**config.mk**
```make
export PLATFORM = sky130hd
export DESIGN_NAME = mmio_slot_initiator
export DESIGN_NICKNAME = d
export VERILOG_FILES = /design/src/rtl/mmio_slot_initiator.sv
export SDC_FILE = /design/constraint.sdc
export NUM_CORES = 1
export LEC_CHECK = 0
export ABC_CLOCK_PERIOD_IN_PS = 2300
export CAP_MARGIN = 20
export CORE_MARGIN = 2
export CORE_UTILIZATION = 41
export CTS_CLUSTER_SIZE = 25
export DETAILED_ROUTE_END_ITERATION = 12
export PLACE_DENSITY = 0.85
export SYNTH_ARGS = -nofsm -noshare
export SYNTH_HDL_FRONTEND = slang
export SYNTH_SLANG_ARGS = --single-unit
```
**constraint.sdc**
```tcl
create_clock -name clk -period 2.3 [get_ports clk]
set_input_delay 0.23 -clock clk [delete_from_list [all_inputs] [get_ports clk]]
set_output_delay 0.23 -clock clk [all_outputs]
set_load 0.03 [all_outputs]
```
**src/rtl/mmio_slot_initiator.sv**
```systemverilog
// mmio_slot_initiator: turns one upstream request at a time into a slot
// bus transaction (IDLE -> ISSUE -> COMPLETE -> RESP) and holds the captured
// response until the upstream side consumes it.
// Optional ISSUE watchdog: define MMIO_SLOT_INITIATOR_TIMEOUT_EN.
module mmio_slot_initiator #(
  parameter int TIMEOUT_CYCLES = 255,
  parameter int TIMEOUT_WIDTH  = $clog2(TIMEOUT_CYCLES + 1)
) (
  input  logic        clk,
  input  logic        arst_n,
  input  logic        req_valid,
  output logic        req_ready,
  input  logic        req_write,
  input  logic [7:0]  req_addr,
  input  logic [31:0] req_wdata,
  output logic        rsp_valid,
  input  logic        rsp_ready,
  output logic [31:0] rsp_rdata,
  output logic        rsp_slave_error,
  output logic        rsp_decode_error,
  output logic        rsp_timeout,
  output logic        chip_select,
  output logic        read,
  output logic        write,
  output logic [7:0]  addr,
  output logic [31:0] wr_data,
  output logic        transaction_completed,
  input  logic [31:0] rd_data,
  input  logic        rd_done,
  input  logic        wr_done,
  input  logic        slave_error,
  input  logic        decode_error,
  input  logic        idle
);

  typedef enum logic [1:0] {S_IDLE, S_ISSUE, S_COMPLETE, S_RESP} state_t;

  state_t      r_state;
  state_t      w_state_next;
  logic        r_write;
  logic [7:0]  r_addr;
  logic [31:0] r_wdata;
  logic [31:0] r_rdata;
  logic        r_slv_err;
  logic        r_dec_err;
  logic        r_timeout;
  logic        w_accept;
  logic        w_done;
  logic        w_timeout_hit;
  logic        w_unused;

  // idle is informational only; the FSM never looks at it.
  assign w_unused = ^{idle, TIMEOUT_WIDTH'(TIMEOUT_CYCLES)};

  assign w_accept = (r_state == S_IDLE) && req_valid;
  // Only the done pulse matching the registered direction counts, and only in ISSUE.
  assign w_done   = (r_state == S_ISSUE) && (r_write ? wr_done : rd_done);

`ifdef MMIO_SLOT_INITIATOR_TIMEOUT_EN
  logic [TIMEOUT_WIDTH-1:0] r_tmo_cnt;

  // Watchdog: cleared when a request is accepted, counts every ISSUE cycle.
  always_ff @(posedge clk or negedge arst_n) begin
    if (!arst_n)
      r_tmo_cnt <= '0;
    else if (w_accept)
      r_tmo_cnt <= '0;
    else if (r_state == S_ISSUE)
      r_tmo_cnt <= r_tmo_cnt + 1'b1;
  end

  // Fires in the TIMEOUT_CYCLES-th ISSUE cycle; a done in that same cycle wins.
  assign w_timeout_hit = (r_state == S_ISSUE) && !w_done &&
                         (r_tmo_cnt == TIMEOUT_WIDTH'(TIMEOUT_CYCLES - 1));
`else
  assign w_timeout_hit = 1'b0;
`endif

  // State register.
  always_ff @(posedge clk or negedge arst_n) begin
    if (!arst_n)
      r_state <= S_IDLE;
    else
      r_state <= w_state_next;
  end

  // Next state and state-decoded strobes (all from registers only).
  always_comb begin
    w_state_next          = r_state;
    req_ready             = 1'b0;
    chip_select           = 1'b0;
    read                  = 1'b0;
    write                 = 1'b0;
    transaction_completed = 1'b0;
    rsp_valid             = 1'b0;
    case (r_state)
      S_IDLE: begin
        req_ready = 1'b1;
        if (req_valid) w_state_next = S_ISSUE;
      end
      S_ISSUE: begin
        chip_select = 1'b1;
        read        = ~r_write;
        write       = r_write;
        if (w_done || w_timeout_hit) w_state_next = S_COMPLETE;
      end
      S_COMPLETE: begin
        transaction_completed = 1'b1;
        w_state_next          = S_RESP;
      end
      S_RESP: begin
        rsp_valid = 1'b1;
        if (rsp_ready) w_state_next = S_IDLE;
      end
      default: w_state_next = S_IDLE;
    endcase
  end

  // Request capture on accept; response capture on done or watchdog abort.
  always_ff @(posedge clk or negedge arst_n) begin
    if (!arst_n) begin
      r_write   <= 1'b0;
      r_addr    <= '0;
      r_wdata   <= '0;
      r_rdata   <= '0;
      r_slv_err <= 1'b0;
      r_dec_err <= 1'b0;
      r_timeout <= 1'b0;
    end else begin
      if (w_accept) begin
        r_write <= req_write;
        r_addr  <= req_addr;
        r_wdata <= req_wdata;
      end
      if (w_done) begin
        r_rdata   <= r_write ? 32'h0 : rd_data;
        r_slv_err <= slave_error;
        r_dec_err <= decode_error;
        r_timeout <= 1'b0;
      end else if (w_timeout_hit) begin
        r_rdata   <= 32'h0;
        r_slv_err <= 1'b0;
        r_dec_err <= 1'b0;
        r_timeout <= 1'b1;
      end
    end
  end

  assign addr             = r_addr;
  assign wr_data          = r_wdata;
  assign rsp_rdata        = r_rdata;
  assign rsp_slave_error  = r_slv_err;
  assign rsp_decode_error = r_dec_err;
  assign rsp_timeout      = r_timeout;

endmodule

```
==> PnR_summary.wiki <==
{| class="wikitable"
! Metric !! Value
|-
| Count of endpoints failing setup in the final report || 0
|-
| Worst-Skew Late Latency || roughly 0.33 ns
|-
| Die boundary height || 88.42 um
|-
| Yosys Warn Count || 0
|-
| Core area || 6832 um2
|-
| Drt first pass iters || 4
|-
| Leakage power || 2.066 nW
|-
| CTS tree || built
|-
| DRT Wirelength || 7.122 mm
|-
| Highest-count cells in the layout ignoring fill and taps || 158 x sky130_fd_sc_hd__clkdlybuf4s50_1, 77 x sky130_fd_sc_hd__dfrtp_1, 41 x sky130_fd_sc_hd__mux2_2, 32 x sky130_fd_sc_hd__a22o_1, 9 x sky130_fd_sc_hd__clkbuf_8
|-
| Required time reported for the critical path endpoint || 2.07 ns
|-
| Remaining max-slew budget at the tightest pin || 37.19%
|-
| Filler-free cell count of the finished design || 446
|-
| Biggest area consumer among synthesized cells || sky130_fd_sc_hd__dfrtp_1
|-
| Status || complete, no violations
|-
| Maximum number of buffers from clock root to sink || 2
|-
| Die area || roughly 7800 um2
|-
| Register-to-Register Path Depth || 6
|-
| Global placer's final weighted congestion || around 0.74
|-
| Layout Utilization || 69.89%
|-
| Launching element type of the critical path || flop
|-
| Final Slew Violations || 0
|-
| Most common cell after layout, fill and taps aside || sky130_fd_sc_hd__clkdlybuf4s50_1
|-
| Share of the synthesized area in the top cell type || about two thirds
|-
| Maximum level of the CTS H-tree || 3
|-
| CTS sink cnt || between 70 and 80
|-
| Detailed-placement wirelength estimate || 5.315 mm
|-
| Reg-to-reg startpoint || r_state[1]$_DFFE_PN0P_
|-
| Terminus of the critical flop-to-flop path || rsp_rdata[24]$_DFFE_PN0P_
|-
| Register bit count reported by yosys || 77
|-
| Number of DRC markers after the initial detailed-route iteration || 67
|-
| Hold Slack || 0.03104 ns
|-
| Drc violations || 0
|-
| Remaining number of nets flagged by the antenna check after routing || 0
|-
| Buffers on Ports || 160
|-
| Setup total negative slack || 0 ns
|-
| Ant. Diodes || 0
|-
| CTS clk-pin slew, worst paths || roughly 0.080 ns
|-
| Crit. End Element || primary output
|-
| Aggregate global routing overflow || 0
|-
| Cell area after layout || 4775 um2
|-
| Clock root cell || sky130_fd_sc_hd__clkbuf_8
|-
| Synthesized cell area || approximately 2900 um2
|-
| Path class of the lowest-slack min-delay path || in2async
|-
| Number of placed instances with taps included || about 430
|-
| Initial cell density of the core || a little over two fifths
|-
| WP data arrival || 1.87 ns
|-
| Number of max-cap violations || 0
|-
| Layout Skew || 0.007036 ns
|-
| Net count, final || 432
|-
| Initial antenna violation count || 0
|-
| Average vias per placed instance || 4.899
|-
| Floorplan row count || 30
|-
| Count of final hold-check violations || 0
|-
| Start-to-end type of the worst setup path || reg2out
|-
| Share of synthesized area occupied by flip-flops and latches || 65.95%
|-
| Share of final-layout standard cells stronger than drive strength 1 || 18.29%
|-
| Slew at the pin with the worst max-slew slack || 0.9421 ns
|-
| Min Tclk post-route || 2.100 ns
|-
| Total clock buffers created by CTS || 9
|-
| Unique masters post-synth || 18
|-
| Main area contributors after synthesis || sky130_fd_sc_hd__dfrtp_1 66%, sky130_fd_sc_hd__mux2_2 16%, sky130_fd_sc_hd__a22o_1 9.6%, sky130_fd_sc_hd__buf_2 1.9%, sky130_fd_sc_hd__ha_1 1.7%
|-
| Total Routing Usage GR || between 10% and 20%
|-
| Pin count of the biggest net entering global routing || 78
|-
| Final cycle utilization of the critical path || 91.32%
|-
| Syn Inst Count || 184
|-
| Via count of the first global-routing pass || between 2000 and 2500
|-
| Vias after detailed routing || between 2000 and 2500
|-
| First-pass GRT wire length || 10.96 mm
|-
| Unrepaired setup endpoints after global routing || false
|-
| Area overhead of the layout relative to synthesis || 63.43%
|-
| Achievable frequency || 476.1 MHz
|-
| Worst-case vdd ir drop || between 0.9 and 1 mV
|-
| Worst R2R Setup Slack || 0.66 ns
|-
| Largest fanout on the critical path || 5
|-
| Number of nets in the synthesized netlist || 270
|-
| Routed WL per cell || 15.97 um
|-
| Dpl cell area || 4616 um2
|-
| Mean area per synthesized cell || between 15 and 20 um2
|-
| Power density cells || 1522 nW/um2
|-
| Total I/O pin count || ~160
|-
| Horizontal die dimension || 88.42 um
|}
==> worst max-delay path, cell delays in order, from the launching register on <==
cell                              delay [ns]
sky130_fd_sc_hd__dfrtp_1                0.41
sky130_fd_sc_hd__inv_1                  0.09
sky130_fd_sc_hd__ha_1                   0.23
sky130_fd_sc_hd__and2_1                 0.14
sky130_fd_sc_hd__clkdlybuf4s50_1        0.66
==> report_power, final <==
| group | internal, mW | total, mW | switching, mW |
|---|---|---|---|
| Clock | 0.380 | 0.839 | 0.458 |
| Sequential | 2.01 | 2.35 | 0.342 |
| Combinational | 1.93 | 4.08 | 2.14 |
| Total | 4.32 | 7.26 | 2.94 |
==> layer usage <==
layer / vias up / part of all wire, % / GRT usage [%]
met5: - / 0 / 0
met4: 0 / 2.4 / 8.540
met3: 16 / 8.7 / 5.690
met2: 107 / 50 / 31.58
met1: 1075 / 39 / 22.10
li1: 987 / - / -
==> worst max-delay path by stage <==
stage                                start                        end  slack (ns)  cells past startpoint
global route        r_state[1]$_DFFE_PN0P_                      write        0.10                      4
global placement    r_state[1]$_DFFE_PN0P_                       read        0.52                      4
floorplan           r_state[1]$_DFFE_PN0P_  rsp_rdata[10]$_DFFE_PN0P_        0.22                      7
finish              r_state[1]$_DFFE_PN0P_                      write        0.20                      4
detailed placement  r_state[1]$_DFFE_PN0P_                       read        0.44                      4
CTS                 r_state[1]$_DFFE_PN0P_                       read        0.07                      4
==> state kept, by name, indices dropped and copies added, names as in the netlist <==
name and cells:
r_state 2, rsp_decode_error 1, rsp_slave_error 1, rsp_rdata 32, wr_data 32, addr 8, r_write 1
==> cells by family (layout without fill, tap and decap cells) <==
logic type / count (synthesis) / count (layout) / synth area share (%)
flip-flops: 77 / 77 / 65.95
multiplexers: 46 / 46 / 17.94
AO/OA/AOI/OAI: 33 / 33 / 10.28
buffers and inverters: 16 / 182 / 2.655
AND/OR/NAND/NOR: 7 / 7 / 1.328
adder cells (fa/ha/maj): 4 / 4 / 1.713
other: 1 / 1 / 0.1284
==> repair_timing <==
action | 4_1_cts | 5_1_grt
hold buffers | 0 | 0
endpoints found under the setup margin | 0 | 1
setup buffers | 0 | 0
gates resized for setup | 0 | 1
==> cells in the mapped netlist <==
library cell                n
sky130_fd_sc_hd__o221a_4    1
sky130_fd_sc_hd__nand2b_1   1
sky130_fd_sc_hd__mux2_1     2
sky130_fd_sc_hd__nor2_1     1
sky130_fd_sc_hd__mux2_4     2
sky130_fd_sc_hd__buf_2     11
sky130_fd_sc_hd__nand2_2    1
sky130_fd_sc_hd__mux2i_1    1
sky130_fd_sc_hd__mux2_2    41
sky130_fd_sc_hd__nand2_1    1
sky130_fd_sc_hd__ha_1       4
sky130_fd_sc_hd__nor2b_1    1
sky130_fd_sc_hd__a22o_1    32
sky130_fd_sc_hd__buf_4      1
sky130_fd_sc_hd__inv_1      4
sky130_fd_sc_hd__conb_1     1
sky130_fd_sc_hd__dfrtp_1   77
sky130_fd_sc_hd__and2_1     2
==> final cells by class <==
type	count	area, um2
clock inverters	5	28.78
flip-flops and latches	77	1927
inverters	4	15.01
multi-input cells	91	919.6
repair buffers	163	1637
fillers	530	2057
clock buffers	10	127.6
well taps	96	120.1
==> through the flow <==
step | power (mW) | setup WS [ns]
after floorplan | 4.723 | 0.2177
after global placement | 6.377 | 0.5249
after detailed placement | 6.494 | 0.4448
after CTS | 7.353 | 0.06884
after global routing | 7.665 | 0.1032
final | 7.265 | 0.1995
No activity file was read; power rests on OpenSTA's default activity.
